## src/rtl/edge_event_arbiter.sv

```systemverilog
// -----------------------------------------------------------------------------
// edge_event_arbiter
//
// Watches CHANNELS synchronous level lines for qualified rising/falling edges.
// Each qualified edge is held as a pending event with its polarity. Pending
// events go out one at a time, round-robin, to a single consumer over a
// valid/ready handshake. While the consumer stalls, a repeated edge on a
// channel that is already pending replaces the stored polarity.
//
// Optional feature macro: EDGE_EVENT_ARBITER_OVERFLOW_EN
//   defined     -> per-channel sticky overflow flags record overwritten events
//   not defined -> overflow is tied to zero and no flag registers are built
//
// Reset is synchronous and active-low (reset_low), sampled on posedge clk.
// -----------------------------------------------------------------------------
module edge_event_arbiter #(
  parameter int                  CHANNELS  = 4,
  parameter logic [CHANNELS-1:0] RISE_MASK = {CHANNELS{1'b1}},
  parameter logic [CHANNELS-1:0] FALL_MASK = {CHANNELS{1'b0}}
) (
  input  logic                        clk,
  input  logic                        reset_low,
  input  logic [CHANNELS-1:0]         level,
  output logic                        event_valid,
  input  logic                        event_ready,
  output logic [$clog2(CHANNELS)-1:0] event_channel,
  output logic                        event_rising,
  output logic [CHANNELS-1:0]         overflow
);

  localparam int CW = $clog2(CHANNELS);

  // Output FSM encoding.
  localparam logic [0:0] ST_IDLE  = 1'b0;
  localparam logic [0:0] ST_OFFER = 1'b1;

  // Reject channel counts the round-robin search and index width cannot serve.
  if (CHANNELS < 2 || CHANNELS > 32) begin : g_bad_channels
    $error("edge_event_arbiter: CHANNELS must be within 2..32");
  end

  // ---------------------------------------------------------------------------
  // State
  // ---------------------------------------------------------------------------
  logic [CHANNELS-1:0] previous;        // level one cycle ago
  logic [CHANNELS-1:0] pending;         // channel has an undelivered event
  logic [CHANNELS-1:0] pending_rising;  // polarity of the newest pending edge
  logic [0:0]          state;
  logic [CW-1:0]       last;            // most recently granted channel

  // ---------------------------------------------------------------------------
  // Combinational helpers
  // ---------------------------------------------------------------------------
  logic [CHANNELS-1:0] rise_q;       // qualified rising edges this cycle
  logic [CHANNELS-1:0] fall_q;       // qualified falling edges this cycle
  logic [CHANNELS-1:0] edge_q;       // any qualified edge this cycle
  logic                handshake;    // offered event is accepted at this edge
  logic                any_pending;
  logic                load;         // a new selection is loaded at this edge
  logic [CW-1:0]       sel;          // round-robin winner among pending
  logic                found;
  logic [CW-1:0]       cand;
  int                  idx;
  logic [CHANNELS-1:0] clear_mask;   // pending bit consumed by this load

  assign rise_q      = level & ~previous & RISE_MASK;
  assign fall_q      = ~level & previous & FALL_MASK;
  assign edge_q      = rise_q | fall_q;
  assign event_valid = (state == ST_OFFER);
  assign handshake   = event_valid & event_ready;
  assign any_pending = |pending;

  // A load happens whenever something is pending and the output slot is free,
  // either because nothing is offered or because the offer is being accepted.
  assign load = any_pending & (~event_valid | handshake);

  // Round-robin search: first pending channel after last, wrapping to 0.
  always_comb begin : rr_select
    // NOTE: every variable written here gets a default first, so no path
    // leaves it holding its old value and no latch is inferred.
    sel   = '0;
    found = 1'b0;
    idx   = 0;
    cand  = '0;
    for (int k = 1; k <= CHANNELS; k++) begin
      idx = int'(last) + k;
      if (idx >= CHANNELS) idx = idx - CHANNELS;
      cand = CW'(idx);
      if (!found && pending[cand]) begin
        found = 1'b1;
        sel   = cand;
      end
    end
  end

  // One-hot mask of the pending bit taken by this cycle's load.
  always_comb begin : clear_decode
    clear_mask = '0;
    if (load) clear_mask[sel] = 1'b1;
  end

  // ---------------------------------------------------------------------------
  // Edge detection history
  // ---------------------------------------------------------------------------
  // Remember last cycle's levels so edges can be seen this cycle.
  always_ff @(posedge clk) begin : prev_reg
    // NOTE: sequential state uses non-blocking assignments so every register
    // samples the pre-edge values of its inputs, independent of block order.
    if (!reset_low) previous <= '0;
    else            previous <= level;
  end

  // ---------------------------------------------------------------------------
  // Pending events and their polarity
  // ---------------------------------------------------------------------------
  // A new edge always (re)sets pending, even on the bit a load is clearing, so
  // an edge arriving as its channel is granted becomes a separate later event.
  always_ff @(posedge clk) begin : pending_reg
    if (!reset_low) begin
      pending        <= '0;
      pending_rising <= '0;
    end else begin
      pending        <= (pending & ~clear_mask) | edge_q;
      pending_rising <= (pending_rising & ~edge_q) | rise_q;
    end
  end

  // ---------------------------------------------------------------------------
  // Output FSM and round-robin pointer
  // ---------------------------------------------------------------------------
  // Offer holds channel/polarity stable until accepted; back-to-back loads
  // keep the FSM in OFFER so a ready consumer sees one event per cycle.
  always_ff @(posedge clk) begin : offer_fsm
    if (!reset_low) begin
      state         <= ST_IDLE;
      event_channel <= '0;
      event_rising  <= 1'b0;
      last          <= CW'(CHANNELS - 1);
    end else begin
      case (state)
        ST_IDLE: begin
          if (load) begin
            state         <= ST_OFFER;
            event_channel <= sel;
            event_rising  <= pending_rising[sel];
            last          <= sel;
          end
        end
        ST_OFFER: begin
          if (load) begin
            event_channel <= sel;
            event_rising  <= pending_rising[sel];
            last          <= sel;
          end else if (handshake) begin
            state <= ST_IDLE;
          end
        end
        default: state <= ST_IDLE;
      endcase
    end
  end

  // ---------------------------------------------------------------------------
  // Overflow tracking
  // ---------------------------------------------------------------------------
`ifdef EDGE_EVENT_ARBITER_OVERFLOW_EN
  logic [CHANNELS-1:0] overwrite;    // edge replaced a still-pending event
  logic [CHANNELS-1:0] accept_mask;  // channel whose offer is accepted now
  logic [CHANNELS-1:0] overflow_q;

  // An edge on a bit being cleared by this load is a fresh event, not a loss.
  assign overwrite = edge_q & pending & ~clear_mask;

  always_comb begin : accept_decode
    accept_mask = '0;
    if (handshake) accept_mask[event_channel] = 1'b1;
  end

  // Sticky loss flag: a same-cycle overwrite wins over the acceptance clear.
  always_ff @(posedge clk) begin : overflow_reg
    if (!reset_low) overflow_q <= '0;
    else            overflow_q <= (overflow_q & ~accept_mask) | overwrite;
  end

  assign overflow = overflow_q;
`else
  assign overflow = '0;
`endif

endmodule

```

## config.mk

```make
export PLATFORM = sky130hd
export DESIGN_NAME = edge_event_arbiter
export DESIGN_NICKNAME = d
export VERILOG_FILES = /design/src/rtl/edge_event_arbiter.sv
export SDC_FILE = /design/constraint.sdc
export NUM_CORES = 1
export LEC_CHECK = 0
export BUFFER_PORTS_ARGS = -buffer_cell sky130_fd_sc_hd__buf_2
export CORE_MARGIN = 1
export CORE_UTILIZATION = 55
export DETAILED_ROUTE_END_ITERATION = 12
export PLACE_DENSITY = 0.79
export SYNTH_ARGS = -nofsm -noshare
export SYNTH_HDL_FRONTEND = slang
export SYNTH_SLANG_ARGS = --single-unit
```

## constraint.sdc

```tcl
create_clock -name clk -period 3.7 [get_ports clk]
set_input_delay 0 -clock clk [delete_from_list [all_inputs] [get_ports clk]]
set_output_delay 0 -clock clk [all_outputs]
set_load 0.02 [all_outputs]
```

After elaboration in Yosys (flattened, before gate mapping)

Index checks and enable logic that the tools add are counted.

Register bits: 18
Input port bits: 7
Output and inout port bits: 8
Word-level logic and storage cells: 75

$add $sub $neg: 8
$lt $le $gt $ge: 10
Multiplexer cells: 30
Bitwise gates (word level): 12
Reduce and logical (&&, ||, !) cells: 8

Operators by type and width:

| cell                                                       | number |
|---|---|
| two-way mux 2 bit                                          | 9 |
| less-than comparator 2 x 3 -> 1 bit, second input constant | 5 |
| two-way mux 1 bit                                          | 13 |
| bitwise AND 4 bit                                          | 3 |
| inverter 4 bit                                             | 3 |
| binary-select mux 1 bit (select 2 bit)                     | 5 |
| >= comparator 3 bit, second input constant                 | 3 |
| OR 4 bit                                                   | 2 |
| subtractor 2 x 1 -> 2 bit, second input constant           | 4 |
| adder 2 x 2 -> 3 bit, second input constant                | 2 |
| adder 2 x 3 -> 4 bit, second input constant                | 1 |
| >= comparator 4 x 3 -> 1 bit, second input constant        | 1 |
| logical AND 1 bit                                          | 4 |
| two-way mux 4 bit                                          | 1 |
| OR reduction 4 bit                                         | 1 |
| adder 2 x 1 -> 3 bit, second input constant                | 1 |
| logical NOT 1 bit                                          | 3 |
| bitwise AND 1 bit                                          | 2 |
| demux 1 bit (select 2 bit)                                 | 1 |
| >= comparator 2 x 1 -> 1 bit, second input constant        | 1 |
| case mux 1 bit (2 select lines)                            | 1 |
| inverter 1 bit                                             | 1 |
| OR 1 bit                                                   | 1 |

Longest topological paths before layout

Depth after elaboration: 23
Depth in mapped cells: 5
Depth with buffers taken out: 5

Least setup slack after synthesis

No wires, ideal clock.

Path kind: register to register
From: reg last[1]
To: reg event_rising
Setup time: 0.116 ns
Data arrival time: 1.329 ns
Data required time: 3.584 ns
Path slack: 2.255 ns
Cell stages (with the launch flop): 6
Buffers on the path: 0
Clock period less this slack: 1.445 ns
Path through: dfxtp_1 -> mux2i_1 -> o22ai_2 -> nor2_2 -> mux2_4 -> o211a_1

Word-level cells in the longest chain between the ends: 18
Elaborated cells between the ends (all ways): 40
Classes of those cells: add/sub (8); order compare (4); mux (22); reduce/logical (6)

RTL lines:

| element                                                          | line     | source |
|---|---|---|
| start, declared                                                  | 49       | `logic [CW-1:0] last;` |
| start signal, assigned                                           | 138      | `last <= CW'(CHANNELS - 1);` |
| start signal, assigned                                           | 146      | `last <= sel;` |
| start signal, assigned                                           | 153      | `last <= sel;` |
| adder 2 x 1 -> 3 bit                                             | 86       | `idx = int'(last) + k;` |
| >= comparator 3 bit or subtractor 2 x 1 -> 2 bit (tied branches) | 87       | `if (idx >= CHANNELS) idx = idx - CHANNELS;` |
| two-way mux 2 bit                                                | 87       |  |
| binary-select mux 1 bit (select 2 bit)                           | 89       | `if (!found && pending[cand]) begin` |
| two-way mux 1 bit (not written as such)                          | 89       |  |
| two-way mux 1 bit                                                | 89       |  |
| logical NOT 1 bit                                                | 89       |  |
| logical AND 1 bit                                                | 89       |  |
| [... 2 more ...]                                                 | n/a      |  |
| logical AND 1 bit                                                | 89       |  |
| two-way mux 1 bit                                                | 89       |  |
| logical NOT 1 bit                                                | 89       |  |
| logical AND 1 bit                                                | 89       |  |
| two-way mux 2 bit (*)                                            | 89       |  |
| binary-select mux 1 bit (select 2 bit) (*)                       | 145, 152 |  |
| two-way mux 1 bit (not written as such) (*)                      | 145, 152 |  |
| two-way mux 1 bit (*)                                            | 142, 150 |  |
| end signal, assigned                                             | 145      | `event_rising <= pending_rising[sel];` |
| end signal, assigned                                             | 152      | `event_rising <= pending_rising[sel];` |
| end, declared                                                    | 27       | `output logic event_rising,` |

Mark *: on every way between the ends. The rest lies on a longest branch, timed or not. The select of a mux whose other input is x is not followed.
A chain may end at the register's enable or synchronous reset.

Final worst setup path

Ends and elaborated chain as after synthesis.

==> reports/results.ini <==
[grt]
grt_max_degree = 19
grt_pass1_wl_um = 2145
globalRoute.totalOverflow = 0
number_of_antenna_violations_at_the_first_check_in_global_routing = 0
grt_pass1_vias = 496
grtUsageTotal_pct = 20.77

[worst_setup_path]
cp_cell_sequence = mux2i_1 > o22ai_2 > nor2_2 > mux2_4 > o211a_1
cpMaxStageDelayCell = dfxtp_1
end_kind = flop
crit_path_max_incr_delay_ns = 0.45
critPathMaxFanout = 6
cp.arrival_ns = 1.79
cp-start-kind = flop
required_time_at_the_worst_slack_endpoint_ns = 3.89
worstSetupPathType = flop to flop

[die]
design.portCount = 15
fp.dieH_um = 39.95
rows = 13
die_w_um = 39.95
dieArea_um2 = 1596
placeableCoreArea_um2 = 1318
initial_core_util_pct = 60.11

[finish]
area.growth.synth_to_final_pct = 15.48
sequential_cell_area_um2 = 360.3
multi_input_comb_area_um2 = 401.6
antenna_cell_count = 0
num-nets-final = 104
fin_util_pct = 69.42
drive_gt1_share_pct = 22.92
num-fill-cells = 107

[detailed_routing]
postRouteWirelength_um = 1374
number_of_nets_with_antenna_violations_after_routing = 0
vias_per_cell = 5.306
detail_route.wl_per_cell_um = 12.38
detail_route.drc_violations = 0
detailedRoute.firstIterationViolations = 1
vias = 589
drt-pass1-iter-count = 3

[placement]
finalWeightedCongestion = 0.7911
place_ws_ns = 2.111
numPortBuffers = 10
hpwl_um = 971.1

[logic_synthesis]
syn_inst = 80
synth_enable_flop_cells = 0
yosys_register_bits = 18
synth-compound-area-share_pct = 24.80
synthArstFlopShare_pct = 0
yosys_warnings = 0
post_synth_mux_area_share_pct = 3.160
synth.avg_cell_area_um2 = 9.900
postSynth.topFlopCell = dfxtp_1
count_of_different_cell_masters_after_synthesis = 30
synthSimpleGateAreaFrac_pct = 20.85
mappedNetlistArea_um2 = 792.0
synthXorXnorAreaFrac_pct = 0
synth_sequential_area_ratio_pct = 45.50
combinational_family_with_the_most_area_after_synthesis = compound AO/OA/AOI/OAI gates
synthAdderAreaFrac_pct = 0

[sta]
grt_setup_unrepaired = no
finalWorstSetupSlack_ns = 2.102
final-max-slew-violation-count = 0
period_share_pct = 43.19
final_hold_viol_count = 0
fin_worst_skew_ns = 0.001319
min_period_ns = 1.598
tns_ns = 0
final-setup-viol-count = 0
achievable-frequency_mhz = 625.8

[cts]
post-cts-setup-buffer-count = 0
number_of_buffers_created_by_cts = 3
worstSkewPairLatency_ns = 0.28
cts_repair_resize_count = 0
htreeDepth = 1
clk_path_buf_depth = 2
clk_sink_count = 18
clk_transition_reported_paths_ns = 0.10
cts_tree = done
cts_root_buf = clkbuf_4

[outcome]
status = completed

[power_and_ir_drop]
internal_power_uw = 322.4
power.clock.fraction_pct = 25.7
ir_worst_vdd_uv = 285.9
power_frac_seq_pct = 50.8
comb_power_share_pct = 23.5
power.switching_uw = 135.9
switching_share_pct = 29.65
power.density_nw_per_um2 = 501.1
power_leakage_nw = 0.3936
design_power_total_uw = 458.3

[job]
max_cap_viol_count = 0

[hold_path]
worst_hold_path_type = input port to flop

[metal layers]
metal	global-route usage (%)	share of wire [%]
met2	33.06	47
met5	0	0
met1	25.95	50
met3	5.000	1.8
met4	10.34	0.95
[cell families after synthesis]
group,count (synthesis)
buffers and inverters,7
other,1
AO/OA/AOI/OAI,25
multiplexers,2
flip-flops,18
AND/OR/NAND/NOR,27
[critical path, delay by kind of cell, from the launching register on]
family | cells | cell delay, ns
AO/OA/AOI/OAI | 2 | 0.35
flip-flops | 1 | 0.45
multiplexers | 2 | 0.56
AND/OR/NAND/NOR | 1 | 0.14
[final timing paths]
kind                     start                 to  slack, ns  cells past startpoint
min reg2reg  pending_rising[3]  pending_rising[3]       0.46                      2
max reg2reg            last[1]       event_rising       2.10                      5
max                    last[1]       event_rising       2.10                      5
min                event_ready        event_valid       0.03                      3
[area by class of cell]
| type | instances | share of cell area (%) |
|---|---|---|
| inverters | 2 | 0.8208 |
| repair buffers | 14 | 9.850 |
| well taps | 15 | 2.052 |
| multi-input cells | 58 | 43.91 |
| flip-flops and latches | 18 | 39.40 |
| clock buffers | 4 | 3.967 |
[repair_timing]
action	4_1_cts	5_1_grt
hold endpoints to repair	6	0
endpoints found under the setup margin	0	0
hold buffers	4	0
[cells in the mapped netlist, types with 2 or more instances]
cell / n / area (um^2)
a21boi_0: 4 / 30.03
a21oi_1: 3 / 15.01
and2_1: 4 / 25.02
buf_4: 4 / 30.03
dfxtp_1: 18 / 360.4
inv_1: 2 / 7.510
nand2b_1: 5 / 31.28
nor2_1: 3 / 11.26
nor2b_1: 6 / 37.54
o211ai_1: 2 / 15.01
o21a_1: 4 / 30.03
o21ai_0: 6 / 30.03
or2_2: 2 / 12.51
[placed cells by master (no fill, tap or decap), drive strengths merged, types with 2 or more instances in the layout]
master | Yosys | layout
conb | 1 | 4
dfxtp | 18 | 18
a21boi | 4 | 4
dlygate4sd3 | 0 | 4
nor2b | 6 | 6
and2 | 4 | 4
or2 | 2 | 2
o21ai | 6 | 6
nor2 | 4 | 4
o211ai | 2 | 2
clkbuf | 1 | 4
nand2b | 5 | 5
buf | 4 | 10
inv | 2 | 2
a21oi | 4 | 4
o21a | 4 | 4
[stage by stage]
stage	instance area, um^2	instances	hold WS (ns)
after floorplan	803.3	83	0.1217
after global placement	838.3	103	0.2086
after detailed placement	838.3	103	0.2165
after CTS	914.6	111	0.01854
after global routing	914.6	111	0.02458
final	914.6	111	0.02887
[power groups by stage]
stage | Clock (mW) | Sequential (mW) | Combinational, mW
after global placement | 0 | 0.235 | 0.102
after global routing | 0.131 | 0.235 | 0.118
final | 0.118 | 0.233 | 0.108
after detailed placement | 0 | 0.237 | 0.104
after floorplan | 0 | 0.241 | 0.0762
after CTS | 0.123 | 0.232 | 0.108
Power figures use the tool's default switching activity.
